### src/rtl/md_hazard_ctrl.sv
// md_hazard_ctrl: decides whether D may advance (register and HI/LO hazards)
// and sequences the shared multiply/divide unit's busy window.
module md_hazard_ctrl #(
    parameter int MULT_CYCLES = 5,
    parameter int DIV_CYCLES  = 10
) (
    input  logic        clk,
    input  logic        reset,
    input  logic [4:0]  D_A1,
    input  logic [4:0]  D_A2,
    input  logic [1:0]  D_tuse_rs,
    input  logic [1:0]  D_tuse_rt,
    input  logic        D_is_md,
    input  logic [4:0]  E_A3,
    input  logic        E_regWrite,
    input  logic [1:0]  E_tnew,
    input  logic [4:0]  M_A3,
    input  logic        M_regWrite,
    input  logic [1:0]  M_tnew,
    input  logic        E_md_start,
    input  logic        E_md_op,
    output logic        stall,
    output logic        F_en,
    output logic        D_en,
    output logic        E_clr,
    output logic        md_busy,
    output logic        md_done,
    output logic [31:0] stall_cnt
);
    typedef enum logic [1:0] {IDLE, BUSY, DONE} state_t;
    state_t state, state_nx;
    logic [3:0] cnt, cnt_nx, load_cnt;
    logic rs_haz, rt_haz, md_haz;
    assign rs_haz = (E_regWrite && E_A3 != 5'd0 && E_A3 == D_A1 && D_tuse_rs < E_tnew) ||
                    (M_regWrite && M_A3 != 5'd0 && M_A3 == D_A1 && D_tuse_rs < M_tnew);
    assign rt_haz = (E_regWrite && E_A3 != 5'd0 && E_A3 == D_A2 && D_tuse_rt < E_tnew) ||
                    (M_regWrite && M_A3 != 5'd0 && M_A3 == D_A2 && D_tuse_rt < M_tnew);
    // a start in E already claims the unit, so a HI/LO user in D must wait too
    assign md_haz   = D_is_md && (state == BUSY || E_md_start);
    assign stall    = reset && (rs_haz || rt_haz || md_haz);
    assign F_en     = ~stall;
    assign D_en     = ~stall;
    assign E_clr    = stall;
    assign md_busy  = state == BUSY;
    assign md_done  = state == DONE;
    assign load_cnt = E_md_op ? 4'(DIV_CYCLES) : 4'(MULT_CYCLES);
    // IDLE and DONE behave alike: a start loads the counter, otherwise fall to IDLE
    always_comb begin
        state_nx = IDLE;
        cnt_nx   = cnt;
        if (state == BUSY) begin
            cnt_nx   = cnt - 4'd1;
            state_nx = cnt == 4'd1 ? DONE : BUSY;
        end else if (E_md_start) begin
            cnt_nx   = load_cnt;
            state_nx = BUSY;
        end
    end
    always_ff @(posedge clk) begin
        if (!reset) begin
            state     <= IDLE;
            cnt       <= '0;
            stall_cnt <= '0;
        end else begin
            state <= state_nx;
            cnt   <= cnt_nx;
            if (stall && stall_cnt != '1)
                stall_cnt <= stall_cnt + 32'd1;
        end
    end
endmodule

### config.mk
export PLATFORM = sky130hd
export DESIGN_NAME = md_hazard_ctrl
export DESIGN_NICKNAME = d
export VERILOG_FILES = /design/src/rtl/md_hazard_ctrl.sv
export SDC_FILE = /design/constraint.sdc
export NUM_CORES = 1
export LEC_CHECK = 0
export ABC_CLOCK_PERIOD_IN_PS = 4400
export BUFFER_PORTS_ARGS = -buffer_cell sky130_fd_sc_hd__buf_2
export CORE_MARGIN = 2
export CORE_UTILIZATION = 35
export DETAILED_ROUTE_END_ITERATION = 10
export PLACE_DENSITY = 0.66
export SYNTH_ARGS = -nofsm -noshare
export SYNTH_HDL_FRONTEND = slang
export SYNTH_SLANG_ARGS = --single-unit
### constraint.sdc
create_clock -name clk -period 4.4 [get_ports clk]
set_input_delay 0.88 -clock clk [delete_from_list [all_inputs] [get_ports clk]]
set_output_delay 0.88 -clock clk [all_outputs]
set_load 0.05 [all_outputs]
---- Word level (Yosys, flattened, before mapping) ----
Index checks and enable logic that the tools add are counted.
storage, ports and cells
  register bits after elaboration ......... 38
  bits in latches ......................... 0
  RAM bits ................................ 0
  bits in read-only memories .............. 0
  bits of input ports ..................... 35
  output and inout bits ................... 38
  logic and storage cells ................. 45
  memories ................................ 0
operators by class
  add/subtract/negate cells ............... 2
  multipliers ............................. 0
  divide/modulo/power cells ............... 0
  order comparisons ....................... 4
  equality and inequality tests ........... 8
  shift operators ......................... 0
  multiplexer cells ....................... 6
  bitwise operators ....................... 1
  reduce and logical (&&, ||, !) cells .... 21
operators by type and width
  operator                                                             count
  32-bit by 1-bit adder with 32-bit output (second input constant)     1
  32-bit inequality test (second input constant)                       1
  5-bit == test                                                        4
  1-bit logical AND                                                    13
  4-bit 2-to-1 mux                                                     3
  5-bit nonzero test                                                   2
  2-bit < comparator                                                   4
  1-bit logical OR                                                     5
  4-bit by 1-bit == test with 1-bit output (second input constant)     1
  2-bit 2-to-1 mux                                                     2
  4-bit by 1-bit subtractor with 4-bit output (second input constant)  1
  2-bit by 1-bit == test with 1-bit output (second input constant)     1
  2-bit == test (second input constant)                                1
  2-bit nonzero test                                                   1
  1-bit 2-to-1 mux                                                     1
  1-bit NOT                                                            1

---- Logic depth before layout (Yosys ltp) ----
Gate-level depths: netlist of the first run.
  depth after elaboration ................. 9
  gate-level depth with buffers ........... 10
  depth with buffers taken out ............ 8

---- Least setup slack after synthesis of the first run ----
Ideal clock, no wire load.
  path kind ............................... input port to output port
  start ................................... input port M_A3[1]
  end ..................................... output port stall
  data arrival time ....................... 3.378 ns
  data required time ...................... 3.520 ns
  setup slack ............................. 0.142 ns
  stages on the path ...................... 8
  buffers on the path ..................... 2
  path through ............................ or4_1 o21ai_0 a21oi_2 nor3_2 buf_2 nand2b_1 inv_1 buf_4
on the way
  word-level cells in the longest chain between the ends .. 8
  elaborated cells between the ends (all ways) .. 13
  those cells by class .................... eq/ne (2); reduce/logical (11)
ends and longest elaborated chain
  item                                                      line    source
  start: declaration                                        17      input logic [4:0] M_A3,
  5-bit nonzero test                                        35, 37
  1-bit logical AND                                         35, 37
  1-bit logical AND, on equally long branches (2 in a row)  35, 37
  1-bit logical OR, on equally long branches                34, 36
  1-bit logical OR (*) (2 in a row)                         40      assign stall = reset && (rs_haz || rt_haz || md_haz);
  1-bit logical AND (*)                                     40
  end: declaration                                          22      output logic stall,
Mark *: on every way between the ends. The rest lies on a longest branch, timed or not.

---- Worst setup path after layout of the first run ----
  start ................................... input port D_tuse_rs[1]
  end ..................................... output port E_clr
on the way
  word-level cells in the longest chain between the ends .. 6
  elaborated cells between the ends (all ways) .. 8
  those cells by class .................... order compare (2); reduce/logical (6)
ends and longest elaborated chain
  item                                          line    source
  start: declaration                            11      input logic [1:0] D_tuse_rs,
  2-bit < comparator, on equally long branches  34, 35
  1-bit logical AND, on equally long branches   34, 35
  1-bit logical OR (*)                          34      assign rs_haz = (E_regWrite && E_A3 != 5'd0 && E_A3 == D_A1 && D_tuse_rs < E_tnew) ||
  1-bit logical OR (*) (2 in a row)             40
  1-bit logical AND (*)                         40
  end: declaration                              25      output logic E_clr,
Marked as above.

==> reports/results.ini, run 1 <==
[run_status]
status = finished, final reports clean

[yosys]
syn_area_per_cell_um2 = 8.120
seq_area_frac_synth_pct = 30.82
async_reset_ff_share_pct = 0
synthTopCellsByArea = dfxtp_1, a21oi_1, or4_1
syn_nets = 346
synth_top_area_share_pct = 30.82
synth_edf_count = 0
synthCells = 304
synth_ff_type = dfxtp_1
synth_seq_cells = 38
yosysMostFrequentCell = dfxtp_1
yosys.area.top_type = dfxtp_1
synth_cell_type_count = 46
synthTopCellsByCount = dfxtp_1, a21oi_1, nand2_1
yosysWarnings = 0
netlist_area_mm2 = 0.002469

[cells_and_area]
final_util_pct = 43.44
multi_input_area_mm2 = 0.001574
area_growth_pct = 19.56
finalNetCount = 409
final-seq-area_um2 = 760.7
antenna_cells = 0
fillers = 699
drive_gt1_share_pct = 23.64

[placement]
place_ws_ns = 0.9684
dpl.hpwl_um = 4536
gp_congestion = 0.8846
portBuffers = 72

[setup_path]
cp.arrival_ns = 2.54
cp-start-kind = input port
worstReg2RegStart = stall_cnt[24]$_SDFFE_PN0P_
cp_slowest_stage_delay_ns = 0.30
path_buf_inv = 3
crit_path_max_fanout = 3
timing.critical_path.cells = buf_2 -> ha_1 -> a2111oi_2 -> nand4_1 -> a21oi_2 -> nor3_4 -> nand2b_1 -> inv_1 -> buf_2
cp_common_cell = buf_2
worst-setup-path-type = input port to output pin
reg2reg_slack_ns = 1.66
cp.depth = 9
rr_endpoint = stall_cnt[6]$_SDFFE_PN0P_
worst_path_max_delay_cell = a2111oi_2
rr_worst_depth = 7
setup.worst_path.end_class = output pin
cp_top_family = compound AO/OA/AOI/OAI gates
critPathRequiredTime_ns = 3.52

[grt]
antenna_found_initial = 0
track_usage_pct = 16.05
grt_max_degree = 52
grt-ovfl-total = 0
grt_pass1_vias = 2342
grt_pass1_wl_um = 10190

[drt]
wire_per_inst_um = 13.22
ant_nets = 0
viasPerCell = 5.274
drt_wl_total_um = 6135
drc = 0
first_pass_iters = 4
first_iter_violations = 90
route.vias.total = 2447

[hold_path]
worstHoldEndpoint = stall_cnt[27]$_SDFFE_PN0P_
whs_path_depth = 2
hold_class = flop to flop
min-delay-start = stall_cnt[27]$_SDFFE_PN0P_

[timing]
drv_slew = 0
rsz0062_at_grt = no
skew_ns = 0.004706
slew_headroom_pct = 30.81
worstMarginPinSlew_ns = 1.038
max_freq_mhz = 292.0
setup_viol = 0
period_minus_slack_ns = 3.425
period_share_pct = 77.84
setup-tns-final_ns = 0
finalWorstSetupSlack_ns = 0.9753
hold_viol = 0

[floorplan]
ioPinCount = 73
fp.coreArea_mm2 = 0.006794
start_util_pct = 36.34
die_area_mm2 = 0.007741
placementRows = 30
die_w_um = 87.99
fp.dieH_um = 87.99

[cts]
clk_latency_ns = 0.28
clockBufferDepth = 2
cts_num_sinks = 38
cts_max_level = 2
cts-resized-gates = 0
postCtsSetupRepairBufs = 0
root_buffer = clkbuf_8
clk_pin_slew_worst_paths_ns = 0.07
ctsHoldBuffers = 0
cts_tree = built
cts-buffers-inserted = 5

[power]
peakVddDrop_v = 0.0001183
power.total_uw = 725.1
total_leakage_power_nw = 1.132
powerDensity_mw_per_mm2 = 245.7

[run]
drv_cap = 0

==> registers in the layout (all words and copies together) (netlist names) <==
signal     cells
cnt            4
stall_cnt     32
state          2
==> stage by stage <==
| stage | area [um^2] | std cells | hold slack [ns] |
|---|---|---|---|
| floorplan | 2469 | 304 | 0.4642 |
| global placement | 2860 | 456 | 0.4631 |
| detailed placement | 2860 | 456 | 0.4692 |
| CTS | 2952 | 464 | 0.4803 |
| global route | 2952 | 464 | 0.5215 |
| finish | 2952 | 464 | 0.4804 |
==> cells in the final DEF, fill, tap and decap left out, types with 9 or more instances in the layout <==
master / netlist / final
nor2_1: 14 / 14
nand2_1: 20 / 20
a21oi_1: 26 / 26
o21ai_0: 11 / 11
nand4_1: 10 / 10
xor2_1: 13 / 13
buf_2: 4 / 72
dfxtp_1: 38 / 38
nand3_1: 17 / 17
nor4_1: 9 / 9
o31ai_1: 15 / 15
nand2b_1: 15 / 15
or4_1: 17 / 17
==> tightest hold or removal path: cells and delay by family, from the launching register on <==
family | cells | cell delay (ns)
multiplexers | 1 | 0.05
AND/OR/NAND/NOR | 1 | 0.06
flip-flops | 1 | 0.33
==> cell type report <==
type	count	area share, %
clock buffers	7	2.925
flip-flops and latches	38	25.77
multi-input cells	239	53.33
clock inverters	1	0.1696
repair buffers	73	12.46
well taps	96	4.070
inverters	10	1.272
==> cell families after synthesis <==
family,Yosys count,synth area share (%)
XOR/XNOR,21,7.451
multiplexers,8,3.244
AO/OA/AOI/OAI,67,17.49
flip-flops,38,30.82
buffers and inverters,27,5.676
adder cells (fa/ha/maj),7,3.548
AND/OR/NAND/NOR,136,31.78
==> metal layers <==
| layer | vias up | wire length, um | GRT usage, % |
|---|---|---|---|
| li1 | 1259 | - | - |
| met1 | 1134 | 2893 | 20.69 |
| met2 | 49 | 2881 | 27.34 |
| met3 | 5 | 321 | 3.582 |
| met4 | 0 | 38 | 3.776 |
| met5 | - | 0 | 0 |
==> where the power goes <==
group	leakage, nW	total, mW	internal (mW)	switching (mW)
Sequential	0.308	0.356	0.351	0.00590
Clock	0.0482	0.246	0.126	0.119
Combinational	0.776	0.123	0.0430	0.0799
Total	1.13	0.725	0.520	0.205
==> worst max-delay path by stage <==
stage,from,end
after floorplan,M_A3[1],stall
after global placement,E_A3[1],D_en
after detailed placement,D_tuse_rs[1],stall
after CTS,M_tnew[1],stall
after global routing,M_tnew[1],E_clr
final,D_tuse_rs[1],E_clr
Note: power is estimated with default switching activity, not from simulation.
==> inputs of run 2 (changes only) <==
- ABC_AREA: unset -> 1
- ABC_CLOCK_PERIOD_IN_PS: 4400 -> 3330
- PLACE_DENSITY: 0.66 -> 0.64
- clock period: 4.4 -> 3.33 ns (I/O delays scaled with it)
==> run 2 against run 1 <==
Clock power grew 100%. Sequential share of layout area decreased by 4.7 points. First-iteration DRC count up 70%. Synthesized cell count grew 73%. Routed wire length is 32% higher. Highest routed layer unchanged. Cell count is 51% higher. Clock skew up 0.00053 ns. Clock-buffer cell count is 1 lower. Largest power group unchanged. Flip-flop and latch count stayed put. Utilization fell by 1.5 points. Sequential power increased by 47%. Combinational power grew to 3.0 times the previous value.
==> reports/results.ini, run 2 <==
[grt]
grt-ovfl-total = 0  ; unchanged
grt_pass1_wl_um = 13880  ; +36%
grt_max_degree = 46  ; -12%
grt_pass1_vias = 3168  ; +35%
antenna_found_initial = 0  ; unchanged
track_usage_pct = 17.53  ; +1.5 points

[yosys]
synth-simple-area-share_pct = 47.70  ; +16 points
synth_seq_cells = 38  ; unchanged
synth-adder-area-share_pct = 2.878  ; -0.67 points
synthTopCellsByArea = dfxtp_1, nand2_1, nor2_1
synth_ff_type = dfxtp_1
yosysMostFrequentCell = nand2_1
seq_area_frac_synth_pct = 25.00  ; -5.8 points
synth_edf_count = 0  ; unchanged
synthCells = 525  ; +73%
synth_compound_area_share_pct = 4.688  ; -13 points
yosysWarnings = 0  ; unchanged
synth_cell_type_count = 28  ; -39%
netlist_area_mm2 = 0.003043  ; +23%
synthTopCellsByCount = nand2_1, nor2_1, inv_1
synth_top_area_share_pct = 25.00  ; -5.8 points
syn_area_per_cell_um2 = 5.796  ; -29%
syn_nets = 567  ; +64%
async_reset_ff_share_pct = 0  ; unchanged
yosys.area.top_type = dfxtp_1
synth_top_family_by_area = simple AND/OR/NAND/NOR gates
synth-xor-area-share_pct = 6.620  ; -0.83 points
synth_mux_area_share_pct = 0  ; -3.2 points

[timing]
period_minus_slack_ns = 2.768
worstMarginPinSlew_ns = 0.6569  ; -0.3810 ns
setup-tns-final_ns = 0  ; unchanged
period_share_pct = 83.13
skew_ns = 0.005235  ; +0.0005296 ns
rsz0062_at_grt = no
hold_slack_ns = 0.4847  ; +0.004343 ns
drv_slew = 0  ; unchanged
max_freq_mhz = 361.2
slew_headroom_pct = 56.16  ; +25 points
hold_viol = 0  ; unchanged
setup_viol = 0  ; unchanged

[setup_path]
setup.worst_path.end_class = output pin
cp-start-kind = input port
critPathRequiredTime_ns = 2.66  ; -0.86 ns
timing.critical_path.cells = buf_2 -> inv_1 -> ha_1 -> a21boi_0 -> nor2_1 -> nand3_1 -> nand2_1 -> nand2_1 -> nand3_2 -> nand2_1 -> inv_1 -> buf_2
cp_slowest_stage_delay_ns = 0.29  ; about the same
worst_path_max_delay_cell = buf_2
worstReg2RegStart = stall_cnt[1]$_SDFFE_PN0P_
cp.arrival_ns = 2.10  ; -0.44 ns
crit_path_max_fanout = 4  ; +1
cp_common_cell = nand2_1
rr_worst_depth = 10  ; +3
worst-setup-path-type = input port to output pin
rr_endpoint = stall_cnt[30]$_SDFFE_PN0P_
reg2reg_slack_ns = 0.84  ; -0.82 ns

[cts]
ctsHoldBuffers = 0  ; unchanged
cts-resized-gates = 0  ; unchanged
cts_tree = built
clk_pin_slew_worst_paths_ns = 0.07  ; about the same
cts-buffers-inserted = 5  ; unchanged
cts_num_sinks = 38  ; unchanged
clk_latency_ns = 0.29  ; about the same
cts_max_level = 2  ; unchanged
postCtsSetupRepairBufs = 0  ; unchanged
root_buffer = clkbuf_8
clockBufferDepth = 2  ; unchanged

[drt]
route.vias.total = 3283  ; +34%
viasPerCell = 4.683  ; -11%
drt_wl_total_um = 8119  ; +32%
first_pass_iters = 4  ; unchanged
ant_nets = 0  ; unchanged
wire_per_inst_um = 11.58  ; -12%
first_iter_violations = 153  ; +70%
drc = 0  ; unchanged

[placement]
gp_congestion = 0.9125  ; +3.2%
portBuffers = 72  ; unchanged
dpl.hpwl_um = 6378  ; +41%
dp.cells = 693  ; +52%

[cells_and_area]
instances_no_fill = 701  ; +51%
reg_top3 = stall_cnt: 32 flops, cnt: 4 flops, state: 2 flops
final_cell_mix = nand2_1, nor2_1, inv_1, buf_2, dfxtp_1
area_growth_pct = 18.46
finalNetCount = 634  ; +55%
antenna_cells = 0  ; unchanged
largest-register = stall_cnt
largest_reg_flops = 32  ; unchanged
drive_gt1_share_pct = 15.18  ; -8.5 points
layout_commonest_cell = nand2_1
final_util_pct = 41.95  ; -1.5 points

[hold_path]
whs_path_depth = 2  ; unchanged
hold_class = flop to flop
worstHoldEndpoint = cnt[1]$_SDFFE_PN0N_
min-delay-start = cnt[1]$_SDFFE_PN0N_

[power]
total_leakage_power_nw = 1.918  ; +69%
power.total_mw = 1.390  ; +92%
seqPwrFrac_pct = 37.7  ; -12 points
netSwitchingPower_uw = 474.6  ; +130%
peakVddDrop_v = 0.0001390  ; +17%
p_int_uw = 915.6  ; +76%
p_comb_share_pct = 27.0  ; +10 points
powerDensity_mw_per_mm2 = 385.6  ; +57%
clkPwrFrac_pct = 35.3  ; +1.4 points
p_sw_share_pct = 34.14  ; +5.9 points

[floorplan]
fp.coreArea_mm2 = 0.008593  ; +26%
fp.dieH_um = 97.24  ; +11%
die_w_um = 97.24  ; +11%
start_util_pct = 35.41  ; -0.92 points
die_area_mm2 = 0.009456  ; +22%
placementRows = 34  ; +13%
ioPinCount = 73  ; unchanged

[run]
drv_cap = 0  ; unchanged

[run_status]
status = finished, final reports clean

==> run 2: cell count changes after synthesis, sizes merged, moves of 14 or more <==
cell,delta
nand2b,-15
nand3,+14
nor2,+76
nand4,+15
nand2,+154
o31ai,-15
inv,+73
or4,-17
a21oi,-21
==> run 2: power groups by stage <==
stage | combinational [mW] | sequential [mW] | clock, mW
floorplan | 0.196 | 0.620 | 0
global placement | 0.370 | 0.535 | 0
detailed placement | 0.375 | 0.535 | 0
CTS | 0.377 | 0.525 | 0.503
global route | 0.419 | 0.530 | 0.523
finish | 0.375 | 0.524 | 0.491
==> run 2: final cells by class <==
class / count / area (um^2)
fillers: 949 / 4989
multi-input cells: 391 / 1883
flip-flops and latches: 38 / 760.7
repair buffers: 74 / 375.4
inverters: 82 / 307.8
well taps: 108 / 135.1
clock buffers: 6 / 82.58
clock inverters: 2 / 60.06
==> run 2: worst max-delay path: cells and delay by family <==
kind	cells	cell delay [ns]
simple gates	6	0.49
compound gates	1	0.13
fa+ha+maj	1	0.22
buf+inv	4	0.60
==> run 2: worst max path at each step <==
stage / startpoint / end / cells past startpoint
floorplan: M_tnew[1] / stall / 11
global placement: D_tuse_rt[1] / E_clr / 11
detailed placement: M_tnew[1] / E_clr / 12
CTS: M_tnew[1] / E_clr / 12
global route: M_tnew[1] / E_clr / 12
finish: M_tnew[1] / E_clr / 12
==> run 2: routing by layer <==
layer  vias to the layer above  GRT usage, %  part of all wire [%]
met5                         -             0                     0
met4                         0         4.701                   1.2
met3                         6         3.813                   5.8
met2                        76         30.72                    47
met1                      1444         21.76                    46
li1                       1757             -                     -
==> run 2: cells by family (layout without fill, tap and decap cells) <==
logic type | after synthesis | count (layout)
AOI/OAI and AO/OA | 26 | 26
xor gates and xnor gates | 23 | 23
adders and majority gates | 7 | 7
buffers and inverters | 96 | 164
DFF | 38 | 38
and+or+nand+nor | 335 | 335
==> run 2: stage by stage <==
step,setup WS (ns),cell area [um^2]
final,0.5616,3605
after floorplan,0.04357,3043
after global routing,0.3692,3605
after detailed placement,0.5524,3462
after CTS,0.5474,3605
after global placement,0.5927,3462
==> inputs of run 3 (changes only) <==
- ABC_CLOCK_PERIOD_IN_PS: 3330 -> 2750
- clock period: 3.33 -> 2.75 ns (I/O delays scaled with it)
==> run 3 against run 2 <==
Cell area shrank 0.90%. Non-clock buffer count grew 2. Register-to-register slack lost 0.43 ns. Clock-buffer cell count grew 1. Setup slack lost 0.34 ns. Via count grew 3.0%. Die area is the same. Global-route usage grew 0.62 points. Sequential power grew 22%. Critical path depth is the same. Clock skew shrank 0.00068 ns. Combinational power grew 23%. Critical path type unchanged.
==> reports/results.ini, run 3 (synthesis results as in run 2) <==
[cells_and_area]
largest-register = stall_cnt
layout_commonest_cell = nand2_1
final_cell_mix = nand2_1, nor2_1, inv_1, buf_2, dfxtp_1
fillers = 952  ; +0.32%
finalNetCount = 636  ; +0.32%
final_util_pct = 41.57  ; -0.38 points
area_growth_pct = 17.39
largest_reg_flops = 32  ; unchanged
drive_gt1_share_pct = 15.32  ; +0.14 points
antenna_cells = 0  ; unchanged
reg_top3 = stall_cnt: 32 flops, cnt: 4 flops, state: 2 flops

[drt]
wire_per_inst_um = 12.24  ; +5.6%
ant_nets = 0  ; unchanged
drc = 0  ; unchanged
first_pass_iters = 5  ; +1
first_iter_violations = 178  ; +16%
drt_wl_total_um = 8589  ; +5.8%
viasPerCell = 4.818  ; +2.9%
route.vias.total = 3382  ; +3.0%

[timing]
worstMarginPinSlew_ns = 0.6607  ; +0.003832 ns
setup_viol = 0  ; unchanged
setup-tns-final_ns = 0  ; unchanged
rsz0062_at_grt = no
period_share_pct = 92.02
max_freq_mhz = 395.2
finalWorstSetupSlack_ns = 0.2194  ; -0.3422 ns
drv_slew = 0  ; unchanged
slew_headroom_pct = 55.86  ; -0.30 points
period_minus_slack_ns = 2.531
skew_ns = 0.004560  ; -0.0006751 ns
hold_viol = 0  ; unchanged

[cts]
cts_max_level = 2  ; unchanged
cts-buffers-inserted = 5  ; unchanged
root_buffer = clkbuf_8
clk_latency_ns = 0.29  ; about the same
clockBufferDepth = 2  ; unchanged
cts_tree = built
cts_num_sinks = 38  ; unchanged
ctsHoldBuffers = 0  ; unchanged
cts-resized-gates = 0  ; unchanged
clk_pin_slew_worst_paths_ns = 0.07  ; about the same
postCtsSetupRepairBufs = 0  ; unchanged

[floorplan]
die_area_mm2 = 0.009456  ; unchanged
placementRows = 34  ; unchanged
ioPinCount = 73  ; unchanged
fp.dieH_um = 97.24  ; unchanged
fp.coreArea_mm2 = 0.008593  ; unchanged
start_util_pct = 35.41  ; unchanged
die_w_um = 97.24  ; unchanged

[power]
peakVddDrop_v = 0.0001338  ; -3.8%
p_comb_share_pct = 31.4  ; +4.4 points
seqPwrFrac_pct = 43.3  ; +5.6 points
clkPwrFrac_pct = 25.3  ; -10 points
p_int_uw = 899.2  ; -1.8%
p_sw_share_pct = 38.86  ; +4.7 points
powerDensity_mw_per_mm2 = 411.7  ; +6.8%
total_leakage_power_nw = 1.893  ; -1.3%
netSwitchingPower_uw = 571.6  ; +20%

[setup_path]
worstReg2RegStart = stall_cnt[1]$_SDFFE_PN0P_
cp.arrival_ns = 1.98  ; -0.12 ns
crit_path_start = E_tnew[1]
rr_endpoint = stall_cnt[27]$_SDFFE_PN0P_
worst-setup-path-type = input port to output pin
reg2reg_slack_ns = 0.41  ; -0.43 ns
cp-start-kind = input port
rr_worst_depth = 11  ; +1
crit_path_max_fanout = 4  ; unchanged
critPathRequiredTime_ns = 2.20  ; -0.46 ns
setup.worst_path.end_class = output pin

[run]
drv_cap = 0  ; unchanged

[placement]
gp_congestion = 0.9025  ; -1.1%
dpl.hpwl_um = 6795  ; +6.5%
place_ws_ns = 0.1947  ; -0.3576 ns
portBuffers = 72  ; unchanged

[hold_path]
hold_class = flop to flop
whs_path_depth = 2  ; unchanged
min-delay-start = cnt[1]$_SDFFE_PN0N_
worstHoldEndpoint = cnt[1]$_SDFFE_PN0N_

[run_status]
status = finished, final reports clean

[grt]
grt-ovfl-total = 0  ; unchanged
grt_pass1_wl_um = 14460  ; +4.2%
antenna_found_initial = 0  ; unchanged
track_usage_pct = 18.15  ; +0.62 points
grt_pass1_vias = 3226  ; +1.8%
grt_max_degree = 46  ; unchanged

[run 3: cell count changes in the layout (fill, tap and decap cells not counted), sizes merged]
cell      before  now
inv           82   81
clkbuf         6    7
buf           74   76
clkinvlp       0    1
bufinv         2    0
[run 3: how the worst max path moves through the flow]
stage	endpoint	slack [ns]	depth (start not counted)
finish	E_clr	0.22	12
floorplan	stall	0.03	11
detailed placement	E_clr	0.19	12
CTS	E_clr	0.19	12
global placement	stall	0.27	12
global route	E_clr	0.04	12
[run 3: cell type report]
class	count	area (um^2)	share of cell area, %
clock buffers	7	76.32	2.137
multi-input cells	391	1898	53.13
well taps	108	135.1	3.783
inverters	82	311.5	8.722
flip-flops and latches	38	760.7	21.30
repair buffers	76	390.4	10.93
[run 3: per-layer routing]
| metal | up-vias | track usage, % | share of wire, % |
|---|---|---|---|
| li1 | 1759 | - | - |
| met1 | 1548 | 24.20 | 49 |
| met2 | 67 | 30.77 | 46 |
| met3 | 8 | 3.165 | 4.4 |
| met4 | 0 | 4.060 | 0.80 |
| met5 | - | 0 | 0 |
[run 3: per-stage QoR]
| step | area (um^2) | instances | hold WS (ns) | total power, mW |
|---|---|---|---|---|
| floorplan | 3069 | 525 | 0.4572 | 0.9934 |
| global placement | 3496 | 695 | 0.4730 | 1.104 |
| detailed placement | 3496 | 695 | 0.4802 | 1.114 |
| CTS | 3572 | 702 | 0.4903 | 1.484 |
| global route | 3572 | 702 | 0.5263 | 1.557 |
| finish | 3572 | 702 | 0.4852 | 1.471 |
[run 3: critical path: stages]
cell	delay (ns)
buf_2	0.08
inv_1	0.05
ha_1	0.26
a21boi_0	0.20
nor2_1	0.06
nand3_1	0.08
nand2_1	0.06
nand2_1	0.09
nand3_4	0.10
nand2_4	0.11
clkinvlp_4	0.11
buf_2	0.23
[run 3: power by group through the flow]
| stage | registers [mW] | logic, mW | clock network [mW] |
|---|---|---|---|
| after global routing | 0.643 | 0.513 | 0.401 |
| after floorplan | 0.751 | 0.243 | 0 |
| after global placement | 0.648 | 0.456 | 0 |
| after CTS | 0.637 | 0.466 | 0.382 |
| after detailed placement | 0.650 | 0.464 | 0 |
| final | 0.637 | 0.462 | 0.372 |
